<file path="src/rtl/shift_scheduler_pkg.sv">
// rtl/shift_scheduler_pkg.sv - shared state encoding and default sizes for the shift scheduler
package shift_scheduler_pkg;

    localparam int DEFAULT_WIDTH   = 12;
    localparam int DEFAULT_NUM_REQ = 4;

    typedef enum logic [1:0] {
        IDLE  = 2'd0,
        LOAD  = 2'd1,
        SHIFT = 2'd2,
        DONE  = 2'd3
    } sched_state_t;

endpackage

</file>
<file path="src/rtl/shift_scheduler_rr_arbiter.sv">
// rtl/shift_scheduler_rr_arbiter.sv - combinational round-robin pick of the first requester after i_last
module rr_arbiter
    import shift_scheduler_pkg::*;
#(
    parameter int NUM_REQ = DEFAULT_NUM_REQ,
    parameter int LANE_W  = 2
) (
    input  logic [NUM_REQ-1:0] i_req,
    input  logic [LANE_W-1:0]  i_last,
    output logic [NUM_REQ-1:0] o_grant,
    output logic [LANE_W-1:0]  o_idx
);

    logic              w_found;
    logic [LANE_W-1:0] w_cand;

    // Walk lanes last+1, last+2, ... wrapping, so last itself is checked at the very end.
    always_comb begin
        o_grant = '0;
        o_idx   = '0;
        w_found = 1'b0;
        w_cand  = '0;
        for (int i = 1; i <= NUM_REQ; i++) begin
            w_cand = LANE_W'((int'(i_last) + i) % NUM_REQ);
            if (!w_found && i_req[w_cand]) begin
                w_found         = 1'b1;
                o_grant[w_cand] = 1'b1;
                o_idx           = w_cand;
            end
        end
    end

endmodule

</file>
<file path="src/rtl/shift_scheduler.sv">
// rtl/shift_scheduler.sv - round-robin sharing of one load/shift serializer among lanes, one job per tick
// Optional overrun counter enabled by SHIFT_SCHED_STATS_EN.
module shift_scheduler
    import shift_scheduler_pkg::*;
#(
    parameter int NUM_REQ = DEFAULT_NUM_REQ,
    parameter int WIDTH   = DEFAULT_WIDTH,
    parameter int LANE_W  = 2
) (
    input  logic                       clock,
    input  logic                       reset,
    input  logic                       tick,
    input  logic [NUM_REQ-1:0]         req,
    input  logic [NUM_REQ*WIDTH-1:0]   pattern,
    output logic [NUM_REQ-1:0]         grant,
    output logic [NUM_REQ-1:0]         ack,
    output logic                       sr_enable,
    output logic [WIDTH-1:0]           sr_d,
    input  logic                       sr_q,
    output logic                       bit_out,
    output logic                       bit_valid,
    output logic [3:0]                 bit_idx,
    output logic [LANE_W-1:0]          bit_lane,
    output logic                       busy
`ifdef SHIFT_SCHED_STATS_EN
    ,
    output logic [7:0]                 overrun
`endif
);

    localparam logic [3:0] LAST_IDX = 4'(WIDTH - 1);

    sched_state_t       r_state, w_state_nxt;
    logic [NUM_REQ-1:0] r_grant, w_grant_nxt;
    logic [LANE_W-1:0]  r_lane, w_lane_nxt;
    logic [LANE_W-1:0]  r_last, w_last_nxt;
    logic [WIDTH-1:0]   r_pattern, w_pattern_nxt;
    logic [3:0]         r_bit_idx, w_bit_idx_nxt;

    logic [NUM_REQ-1:0] w_win_onehot;
    logic [LANE_W-1:0]  w_win_idx;
    logic [WIDTH-1:0]   w_pat [NUM_REQ];

    for (genvar g = 0; g < NUM_REQ; g++) begin : g_unpack
        assign w_pat[g] = pattern[g*WIDTH +: WIDTH];
    end

    rr_arbiter #(
        .NUM_REQ (NUM_REQ),
        .LANE_W  (LANE_W)
    ) u_arb (
        .i_req   (req),
        .i_last  (r_last),
        .o_grant (w_win_onehot),
        .o_idx   (w_win_idx)
    );

    always_ff @(posedge clock or negedge reset) begin
        if (!reset) begin
            r_state <= IDLE;
        end else begin
            r_state <= w_state_nxt;
        end
    end

    always_ff @(posedge clock or negedge reset) begin
        if (!reset) begin
            r_grant   <= '0;
            r_lane    <= '0;
            r_last    <= LANE_W'(NUM_REQ - 1);
            r_pattern <= '0;
            r_bit_idx <= '0;
        end else begin
            r_grant   <= w_grant_nxt;
            r_lane    <= w_lane_nxt;
            r_last    <= w_last_nxt;
            r_pattern <= w_pattern_nxt;
            r_bit_idx <= w_bit_idx_nxt;
        end
    end

    always_comb begin
        w_state_nxt   = r_state;
        w_grant_nxt   = r_grant;
        w_lane_nxt    = r_lane;
        w_last_nxt    = r_last;
        w_pattern_nxt = r_pattern;
        w_bit_idx_nxt = r_bit_idx;
        sr_enable     = 1'b1;
        sr_d          = '0;
        bit_valid     = 1'b0;
        ack           = '0;
        case (r_state)
            IDLE: begin
                // A tick with no requester is simply consumed.
                if (tick && |req) begin
                    w_state_nxt   = LOAD;
                    w_grant_nxt   = w_win_onehot;
                    w_lane_nxt    = w_win_idx;
                    w_pattern_nxt = w_pat[w_win_idx];
                end
            end
            LOAD: begin
                sr_enable     = 1'b0;
                sr_d          = r_pattern;
                w_state_nxt   = SHIFT;
                w_bit_idx_nxt = '0;
            end
            SHIFT: begin
                bit_valid = 1'b1;
                if (r_bit_idx == LAST_IDX) begin
                    w_state_nxt = DONE;
                end else begin
                    w_bit_idx_nxt = r_bit_idx + 4'd1;
                end
            end
            DONE: begin
                ack           = r_grant;
                w_last_nxt    = r_lane;
                w_state_nxt   = IDLE;
                w_grant_nxt   = '0;
                w_lane_nxt    = '0;
                w_bit_idx_nxt = '0;
            end
            default: begin
                w_state_nxt = IDLE;
            end
        endcase
    end

    assign grant    = r_grant;
    assign bit_idx  = r_bit_idx;
    assign bit_lane = r_lane;
    assign busy     = (r_state != IDLE);
    assign bit_out  = bit_valid & sr_q;

`ifdef SHIFT_SCHED_STATS_EN
    logic [7:0] r_overrun;

    always_ff @(posedge clock or negedge reset) begin
        if (!reset) begin
            r_overrun <= '0;
        end else if (tick && (r_state != IDLE) && (r_overrun != 8'hFF)) begin
            r_overrun <= r_overrun + 8'd1;
        end
    end

    assign overrun = r_overrun;
`endif

endmodule

</file>
<file path="config.mk">
export PLATFORM = sky130hd
export DESIGN_NAME = shift_scheduler
export DESIGN_NICKNAME = d
export VERILOG_FILES = /design/src/rtl/shift_scheduler_pkg.sv /design/src/rtl/shift_scheduler_rr_arbiter.sv /design/src/rtl/shift_scheduler.sv
export SDC_FILE = /design/constraint.sdc
export NUM_CORES = 1
export LEC_CHECK = 0
export CAP_MARGIN = 40
export CORE_MARGIN = 1
export CORE_UTILIZATION = 44
export CTS_CLUSTER_DIAMETER = 50
export DETAILED_ROUTE_END_ITERATION = 10
export PLACE_DENSITY = 0.81
export SLEW_MARGIN = 20
export SYNTH_ARGS = -nofsm -noshare
export SYNTH_HDL_FRONTEND = slang
export SYNTH_HIERARCHICAL = 1
export SYNTH_SLANG_ARGS = --single-unit
</file>
<file path="constraint.sdc">
create_clock -name clock -period 4.6 [get_ports clock]
set_input_delay 0.92 -clock clock [delete_from_list [all_inputs] [get_ports clock]]
set_output_delay 0.92 -clock clock [all_outputs]
set_load 0.02 [all_outputs]
</file>
Word level (Yosys, flattened, before mapping)
Index checks and enable logic that the tools add are counted.
Widths: inputs -> output; s select.
{"block": "op_classes", "n_addsub": 5, "magnitude_cmp": 9, "n_eq_ne": 7, "mux": 43, "bitwise": 5, "reduce_logical": 21}
{"op": "$mux 12", "n": 3}
{"op": "$mux 4", "n": 7}
{"op": "$bmux 12 s2", "n": 1}
{"op": "$pmux 4 s2", "n": 2}
{"op": "$mux 2", "n": 7}
{"op": "$mux 1", "n": 13}
{"op": "$lt 2x3->1 const B", "n": 4}
{"op": "$or 4x4->4", "n": 3}
{"op": "$bmux 1 s2", "n": 4}
{"op": "$demux 1 s2", "n": 4}
{"op": "$ge 2x1->1 const B", "n": 4}
{"op": "$logic_and 1x1->1", "n": 8}
{"op": "$pmux 2 s4", "n": 1}
{"op": "$reduce_and 2->1", "n": 4}
{"op": "$ne 2x2->1 const B", "n": 3}
{"op": "$reduce_bool 2->1", "n": 3}
{"op": "$add 2x1->2 const B", "n": 2}
{"op": "$add 2x2->2 const B", "n": 2}
{"op": "$add 4x1->4 const B", "n": 1}
{"op": "$eq 2x2->1 const B", "n": 2}
{"op": "$eq 4x4->1 const B", "n": 1}
{"op": "$pmux 2 s2", "n": 1}
{"op": "$reduce_or 4->1", "n": 1}
{"op": "$ge 3x3->1 const B", "n": 1}
{"op": "other kinds (6)", "n": 8}
{"block": "word_totals", "reg_bits": 26, "inputBits": 56, "output_inout_bits": 30}

Longest topological paths before layout
Gate-level depths: netlist of the first run.
{"block": "logic_depth", "depth_word": 17, "mapped_depth": 9, "ltp_nobuf": 8}

Hierarchy
Netlist of the first run, hierarchy kept.
{"mod": "shift_scheduler", "instances": 1, "cells_per_inst": 138, "area_per_inst_um2": 1721.7}
{"mod": "rr_arbiter", "instances": 1, "cells_per_inst": 59, "area_per_inst_um2": 490.5}

Least setup slack after synthesis of the first run
Ideal clock, no wire load.
{"block": "synth_timing", "path_kind": "register to register", "start": "register r_last[0]", "end": "register r_pattern[0]", "setup_time_ns": 0.125, "arrival_time_ns": 3.212, "t_required_ns": 4.475, "slack_ns": 1.263, "stages_incl_launch_ff": 10, "n_path_buf": 2, "synth_period_minus_slack_ns": 3.337, "cell_sequence": "dfstp_2 > buf_4 > inv_1 > ha_1 > mux4_2 > o21ai_1 > a2bb2oi_1 > buf_6 > mux4_2 > mux2_4"}
{"block": "synth_between", "elab_chain_cells": 17}
{"element": "from (decl)", "line_no": "shift_scheduler.sv:36", "source": "logic [LANE_W-1:0] r_last, w_last_nxt;"}
{"element": "from (signal assigned)", "line_no": "shift_scheduler.sv:70", "source": "r_last <= LANE_W'(NUM_REQ - 1);"}
{"element": "from (signal assigned)", "line_no": "shift_scheduler.sv:76", "source": "r_last <= w_last_nxt;"}
{"element": "$add 2x1->2", "line_no": "shift_scheduler_rr_arbiter.sv:24", "source": "w_cand = LANE_W'((int'(i_last) + i) % NUM_REQ);"}
{"element": "$bmux 1 s2", "line_no": "shift_scheduler_rr_arbiter.sv:25", "source": "if (!w_found && i_req[w_cand]) begin"}
{"element": "$mux 1 (implied by the code)", "line_no": "shift_scheduler_rr_arbiter.sv:25"}
{"element": "$mux 1", "line_no": "shift_scheduler_rr_arbiter.sv:25"}
{"element": "$logic_not 1->1", "line_no": "shift_scheduler_rr_arbiter.sv:25"}
{"element": "$logic_and 1x1->1", "line_no": "shift_scheduler_rr_arbiter.sv:25"}
{"element": "$mux 1", "line_no": "shift_scheduler_rr_arbiter.sv:25"}
{"element": "$logic_not 1->1", "line_no": "shift_scheduler_rr_arbiter.sv:25"}
{"element": "$logic_and 1x1->1", "line_no": "shift_scheduler_rr_arbiter.sv:25"}
{"element": "$mux 1", "line_no": "shift_scheduler_rr_arbiter.sv:25"}
{"element": "$logic_not 1->1", "line_no": "shift_scheduler_rr_arbiter.sv:25"}
{"element": "$logic_and 1x1->1", "line_no": "shift_scheduler_rr_arbiter.sv:25"}
{"element": "$mux 2 (*)", "line_no": "shift_scheduler_rr_arbiter.sv:25"}
{"element": "net w_win_idx[0]", "line_no": "shift_scheduler.sv:41", "source": "logic [LANE_W-1:0] w_win_idx;"}
{"element": "$not 2->3 (implied by the code) (*)", "line_no": "shift_scheduler.sv:100", "source": "w_pattern_nxt = w_pat[w_win_idx];"}
{"element": "$bmux 12 s2 (*)", "line_no": "shift_scheduler.sv:100"}
{"element": "$mux 12 (implied by the code) (*) (2 in series)", "line_no": "shift_scheduler.sv:100"}
{"element": "to (signal assigned)", "line_no": "shift_scheduler.sv:77", "source": "r_pattern <= w_pattern_nxt;"}
{"element": "to (decl)", "line_no": "shift_scheduler.sv:37", "source": "logic [WIDTH-1:0] r_pattern, w_pattern_nxt;"}
Mark *: on every way through the listed nets, which the timed path passes. The rest lies on a longest branch. The select of a mux whose other input is x is not followed.
A chain may end at the register's enable or synchronous reset.

Final worst setup path of the first run
{"block": "layout_timing", "start": "input req[3]", "end": "register r_pattern[10]"}
{"block": "layout_between", "elab_chain_cells": 16}
{"element": "from (decl)", "line_no": "shift_scheduler.sv:13", "source": "input logic [NUM_REQ-1:0] req,"}
{"element": "$bmux 1 s2", "line_no": "shift_scheduler_rr_arbiter.sv:25"}
{"element": "$mux 1 (implied by the code)", "line_no": "shift_scheduler_rr_arbiter.sv:25"}
{"element": "$mux 1", "line_no": "shift_scheduler_rr_arbiter.sv:25"}
{"element": "$logic_not 1->1", "line_no": "shift_scheduler_rr_arbiter.sv:25"}
{"element": "$logic_and 1x1->1", "line_no": "shift_scheduler_rr_arbiter.sv:25"}
{"element": "$mux 1", "line_no": "shift_scheduler_rr_arbiter.sv:25"}
{"element": "$logic_not 1->1", "line_no": "shift_scheduler_rr_arbiter.sv:25"}
{"element": "$logic_and 1x1->1", "line_no": "shift_scheduler_rr_arbiter.sv:25"}
{"element": "$mux 1", "line_no": "shift_scheduler_rr_arbiter.sv:25"}
{"element": "$logic_not 1->1", "line_no": "shift_scheduler_rr_arbiter.sv:25"}
{"element": "$logic_and 1x1->1", "line_no": "shift_scheduler_rr_arbiter.sv:25"}
{"element": "$mux 2 (*)", "line_no": "shift_scheduler_rr_arbiter.sv:25"}
{"element": "net w_win_idx[1]", "line_no": "shift_scheduler.sv:41"}
{"element": "$not 2->3 (implied by the code) (*)", "line_no": "shift_scheduler.sv:100"}
{"element": "$bmux 12 s2 (*)", "line_no": "shift_scheduler.sv:100"}
{"element": "$mux 12 (implied by the code) (*) (2 in series)", "line_no": "shift_scheduler.sv:100"}
Marks and branches as above.

==> results.sh, run 1 <==
export IMPL_status="finished clean"
export IMPL_dr_pass1_iters=4
export IMPL_clk_path_buf_depth=2
export IMPL_route_detailed_drc=0
export IMPL_numCtsBuffers=3
export IMPL_detail_route_antenna_nets=0
export IMPL_r2r_end="r_pattern[10]$_DFFE_PN0P_"
export IMPL_drv_cap=0
export IMPL_power_leakage_nw=1.317
export IMPL_clk_latency_ns=0.28
export IMPL_synthFlopType="dfrtp_1"
export IMPL_synth_cells=197
export IMPL_ctsHoldBuffers=0
export IMPL_synth_edf_count=0
export IMPL_drt_iter0_drc=62
export IMPL_io_pins=86
export IMPL_yosys_cell_count_top_type="dfrtp_1"
export IMPL_crit_fanout=13
export IMPL_slew_headroom_pct=56.48
export IMPL_report_final_slew_viol_count=0
export IMPL_grt_overflow_total=0
export IMPL_synth_seq_cells=26
export IMPL_reg2reg_depth=8
export IMPL_power_density_nw_per_um2=630.7
export IMPL_path_cells="clkdlybuf4s50_1 -> and3b_1 -> a21oi_1 -> o41ai_2 -> o31a_1 -> mux4_2 -> mux2_4"
export IMPL_ys_async_sr_fraction_pct=100.0
export IMPL_vdd_ir_drop_worst_mv=0.3096
export IMPL_start_kind="primary input"
export IMPL_yosysWarnings=6
export IMPL_fp_dieW_microns=72.91
export IMPL_final_area_sq_um=3159
export IMPL_drive_above_1_share_pct=17.99
export IMPL_finClkSkew_ns=0.007946
export IMPL_dpl_cell_area_sq_um=3088
export IMPL_grt_pass1_wl_microns=8224
export IMPL_path_clk_slew_ns=0.09
export IMPL_finalSetupTns_ns=0
export IMPL_post_route_util_pct=66.01
export IMPL_worst_path_buf_inv=1
export IMPL_worst_ep_required_time_ns=4.76
export IMPL_grt_start_max_net_pins=27
export IMPL_wl_microns=5139
export IMPL_rrSetupSlack_ns=1.29
export IMPL_fp_row_count=25
export IMPL_path_depth=7
export IMPL_die_area_sq_um=5315
export IMPL_critPathSlowestCell="clkdlybuf4s50_1"
export IMPL_synth_top_area_share_pct=27.15
export IMPL_cts_sinks=26
export IMPL_timing_final_ws_setup_ns=0.9124
export IMPL_antenna_found_initial=0
export IMPL_syn_num_nets=267
export IMPL_cp_endpoint="r_pattern[10]$_DFFE_PN0P_"
export IMPL_min_period_ns=3.688
export IMPL_max_stage_delay_ns=0.75
export IMPL_rsz0062_at_grt="false"
export IMPL_cts_setup_buffers=0
export IMPL_io_buffer_count=85
export IMPL_viasPerCell=5.412
export IMPL_seq_area_frac_synth_pct=29.52
export IMPL_grt_pass1_vias=1788
export IMPL_dpl_hpwl_microns=3956
export IMPL_fp_coreArea_sq_um=4786
export IMPL_fmax_mhz=271.2
export IMPL_h_tree_depth=1
export IMPL_grtUsageTotal_pct=20.05
export IMPL_cts_root_buf="clkbuf_8"
export IMPL_cts_tree="yes"
export IMPL_synth_top_area_cell="dfrtp_1"
export IMPL_worstMarginPinSlew_ns=0.6457
export IMPL_syn_to_final_growth_pct=42.82
export IMPL_synthTopCellsByArea="dfrtp_1 (27%), mux4_2 (14%), ha_1 (7.9%)"
export IMPL_final_hold_viol_count=0
export IMPL_die_h_microns=72.91
export IMPL_timing_rr_start="r_last[0]$_DFFE_PN1P_"
export IMPL_setup_viol=0
export IMPL_n_antenna_cell=0
export IMPL_holdCritPathClass="flop to flop"
export IMPL_netlist_top_cells_count="dfrtp_1 (24), and2_1 (17), nand2_1 (17)"
export IMPL_fin_crit_sh_pct=80.17
export IMPL_synth_area_per_cell_sq_um=11.23
export IMPL_start_util_pct=46.22
export IMPL_vias=1867
export IMPL_syn_area_sq_um=2212
export IMPL_cp_arrival_ns=3.85
export IMPL_ys_types=51
export IMPL_crit_type="primary input to flop"
export IMPL_wl_per_cell_microns=14.90
export IMPL_fin_nets=349
export IMPL_end_kind="flop"
export IMPL_cts_resized=0
export IMPL_dpl_worst_slack_ns=0.6500
export IMPL_cp_startpoint="req[3]"
export IMPL_routabilityCongestion=0.8250
export IMPL_cp_top_family="compound AO/OA/AOI/OAI gates"
export IMPL_fillCellCount=375
==> metrics by stage <==
step	hold WS, ns	total power, mW	std cells
after floorplan	0.4712	1.452	197
after global placement	0.4831	1.775	341
after detailed placement	0.4899	1.813	341
after CTS	0.5112	2.009	345
after global routing	0.5352	2.142	345
final	0.5110	1.993	345
==> report_power, final <==
part	switching, mW	internal (mW)
Clock	0.0762	0.117
Combinational	0.630	0.732
Sequential	0.101	0.337
==> logic make-up (layout without fill, tap and decap cells) <==
group / after synthesis / after routing / synth area share, %
flops: 26 / 26 / 29.53
compound gates: 33 / 33 / 13.75
fa+ha+maj: 14 / 14 / 7.919
simple gates: 72 / 72 / 17.87
buf+inv: 18 / 99 / 4.978
mux: 34 / 34 / 25.96
==> cell type report <==
type / count / area (sq um) / area share [%]
clock inverter: 1 / 30.03 / 0.9505
tap: 67 / 83.83 / 2.653
timing repair buffer: 87 / 865.8 / 27.41
multi-input combinational: 153 / 1455 / 46.06
sequential: 26 / 653.1 / 20.67
inverter: 8 / 30.03 / 0.9505
clock buffer: 3 / 41.29 / 1.307
==> worst register-to-register path: stages (launching register included) <==
cell       delay (ns)
dfstp_2          0.75
inv_1            0.16
ha_1             0.42
mux4_2           0.44
o21ai_1          0.19
a2bb2oi_2        0.14
buf_4            0.27
mux4_2           0.54
mux2_4           0.28
==> per-layer routing <==
layer	wire length, microns	vias up	track usage, %
met5	0	-	0
met4	95	0	5.447
met3	231	6	3.591
met2	2654	67	34.16
met1	2158	899	26.23
li1	-	895	-
==> registers in the layout, summed over array words and instances (netlist names) <==
name / flops
r_pattern: 12
grant: 4
r_state: 2
r_last: 2
bit_lane: 2
bit_idx: 4
==> cells in the final DEF (no fill, tap or decap), drive strengths merged, types with 2 or more instances in the layout <==
master	netlist	routed
dfrtp	24	24
mux2	17	17
a21oi	3	3
inv	7	7
a22oi	2	2
mux2i	3	3
nor2	8	8
ha	14	14
a211oi	2	2
o41ai	2	2
nand3b	2	2
clkdlybuf4s50	0	85
mux4	14	14
nor2b	2	2
clkbuf	5	3
nand3	15	15
dfstp	2	2
nand2	18	18
a2bb2oi	2	2
a221o	4	4
o21ai	8	8
and2	17	17
and2b	2	2
o211ai	2	2
buf	5	2
and3b	2	2
==> how the worst min path moves through the flow <==
stage	startpoint	end	slack [ns]	cells after the start
after floorplan	r_pattern[11]$_DFFE_PN0P_	r_pattern[11]$_DFFE_PN0P_	0.47	1
after global placement	r_pattern[5]$_DFFE_PN0P_	r_pattern[5]$_DFFE_PN0P_	0.48	1
after detailed placement	r_pattern[4]$_DFFE_PN0P_	r_pattern[4]$_DFFE_PN0P_	0.49	1
after CTS	r_pattern[11]$_DFFE_PN0P_	r_pattern[11]$_DFFE_PN0P_	0.51	1
after global routing	r_pattern[6]$_DFFE_PN0P_	r_pattern[6]$_DFFE_PN0P_	0.54	1
final	r_pattern[11]$_DFFE_PN0P_	r_pattern[11]$_DFFE_PN0P_	0.51	1
Note: power is estimated with default switching activity, not from simulation.
==> run 2, diff against run 1 <==
==> constraint.sdc (replaced) <==
create_clock -name clock -period 3.46 [get_ports clock]
set_input_delay 0.692 -clock clock [delete_from_list [all_inputs] [get_ports clock]]
set_output_delay 0.692 -clock clock [all_outputs]
set_load 0.02 [all_outputs]
==> results.sh, run 2 (synthesis gave the netlist of run 1 again) <==
export IMPL_fin_crit_sh_pct=87.53
export IMPL_fin_nets=359
export IMPL_start_kind="flop"
export IMPL_slew_headroom_pct=67.38
export IMPL_vdd_ir_drop_worst_mv=0.5646
export IMPL_report_final_slew_viol_count=0
export IMPL_layout_commonest_cell="clkdlybuf4s50_1"
export IMPL_worstMarginPinSlew_ns=0.4894
export IMPL_viasPerCell=5.375
export IMPL_numCtsBuffers=3
export IMPL_vias=1908
export IMPL_end_kind="flop"
export IMPL_setup_viol=0
export IMPL_min_period_ns=3.029
export IMPL_cts_sinks=26
export IMPL_power_density_nw_per_um2=848.0
export IMPL_io_pins=86
export IMPL_cp_arrival_ns=3.19
export IMPL_cts_root_buf="clkbuf_8"
export IMPL_layout_common_cells="clkdlybuf4s50_1 (85), dfrtp_1 (24), and2_1 (17), nand2_1 (17), nand3_1 (15)"
export IMPL_grt_pass1_vias=1876
export IMPL_finalSetupTns_ns=0
export IMPL_drv_cap=0
export IMPL_h_tree_depth=1
export IMPL_rsz0062_at_grt="false"
export IMPL_drt_iter0_drc=81
export IMPL_grt_pass1_wl_microns=8493
export IMPL_dpl_worst_slack_ns=0.1553
export IMPL_status="finished clean"
export IMPL_n_antenna_cell=0
export IMPL_grt_start_max_net_pins=27
export IMPL_power_leakage_nw=1.371
export IMPL_finClkSkew_ns=0.009281
export IMPL_routabilityCongestion=0.8446
export IMPL_cts_resized=0
export IMPL_timing_final_ws_setup_ns=0.4315
export IMPL_final_cells=355
export IMPL_grt_overflow_total=0
export IMPL_die_h_microns=72.91
export IMPL_whs_ns=0.5127
export IMPL_fp_coreArea_sq_um=4786
export IMPL_dpl_hpwl_microns=4195
export IMPL_dpl_cell_area_sq_um=3176
export IMPL_clk_latency_ns=0.27
export IMPL_grtUsageTotal_pct=20.70
export IMPL_largest_reg_flops=12
export IMPL_worst_ep_required_time_ns=3.62
export IMPL_cts_tree="yes"
export IMPL_crit_type="flop to flop"
export IMPL_cts_setup_buffers=0
export IMPL_wl_microns=5311
export IMPL_path_clk_slew_ns=0.08
export IMPL_crit_fanout=13
export IMPL_final_area_sq_um=3247
export IMPL_antenna_found_initial=0
export IMPL_final_hold_viol_count=0
export IMPL_drive_above_1_share_pct=20.83
export IMPL_fmax_mhz=330.2
export IMPL_syn_to_final_growth_pct=46.78
export IMPL_dp_cells=351
export IMPL_wl_per_cell_microns=14.96
export IMPL_holdCritPathClass="flop to flop"
export IMPL_fp_dieW_microns=72.91
export IMPL_detail_route_antenna_nets=0
export IMPL_clk_path_buf_depth=2
export IMPL_ctsHoldBuffers=0
export IMPL_route_detailed_drc=0
export IMPL_die_area_sq_um=5315
export IMPL_dr_pass1_iters=4
export IMPL_io_buffer_count=85
export IMPL_largest_register="r_pattern"
export IMPL_fp_row_count=25
export IMPL_start_util_pct=46.22
run 2: changes by cell type in the layout (fill, tap and decap cells not counted), sizes merged:
| cell | change |
|---|---|
| buf | +10 |
run 2: worst max-delay path, stage by stage, from the launching register on:
cell and delay, ns:
dfstp_2 0.63, inv_1 0.14, ha_1 0.42, mux4_2 0.35, o21ai_1 0.18, a2bb2oi_2 0.20, buf_12 0.18, mux4_2 0.52
mux2_4 0.29
run 2: worst paths after layout:
kind | start | endpoint | slack, ns | depth (start not counted)
max | r_last[1]$_DFFE_PN1P_ | r_pattern[8]$_DFFE_PN0P_ | 0.43 | 8
min | r_pattern[11]$_DFFE_PN0P_ | r_pattern[11]$_DFFE_PN0P_ | 0.51 | 1
max reg2reg | r_last[1]$_DFFE_PN1P_ | r_pattern[8]$_DFFE_PN0P_ | 0.43 | 8
min reg2reg | r_pattern[11]$_DFFE_PN0P_ | r_pattern[11]$_DFFE_PN0P_ | 0.51 | 1
max in group asynchronous | reset | r_last[1]$_DFFE_PN1P_ | 2.38 | 2
min in group asynchronous | reset | bit_idx[2]$_DFFE_PN0P_ | 0.77 | 2
run 2: per-layer routing:
metal,vias up,global-route usage (%),routed length [microns]
li1,914,-,-
met1,910,25.20,2131
met2,70,36.97,2735
met3,14,3.867,280
met4,0,6.536,164
met5,-,0,0
run 2: cell type report:
type                    count  area [sq um]
inverters                   8         30.03
clock inverters             1         30.03
clock buffers               3         41.29
well taps                  67         83.83
fillers                   369          1539
multi-input cells         153          1455
repair buffers             97         953.4
flip-flops and latches     26         653.1
run 2: power breakdown:
part | total (mW) | internal, mW | switching, mW
logic | 1.95 | 1.05 | 0.898
clock network | 0.250 | 0.155 | 0.0947
registers | 0.557 | 0.447 | 0.109
run 2: stage by stage:
stage	util [%]	total power [mW]
final	67.84	2.753
after global routing	67.84	2.949
after CTS	67.84	2.767
after detailed placement	66.35	2.508
after global placement	66.35	2.451
after floorplan	-	1.931
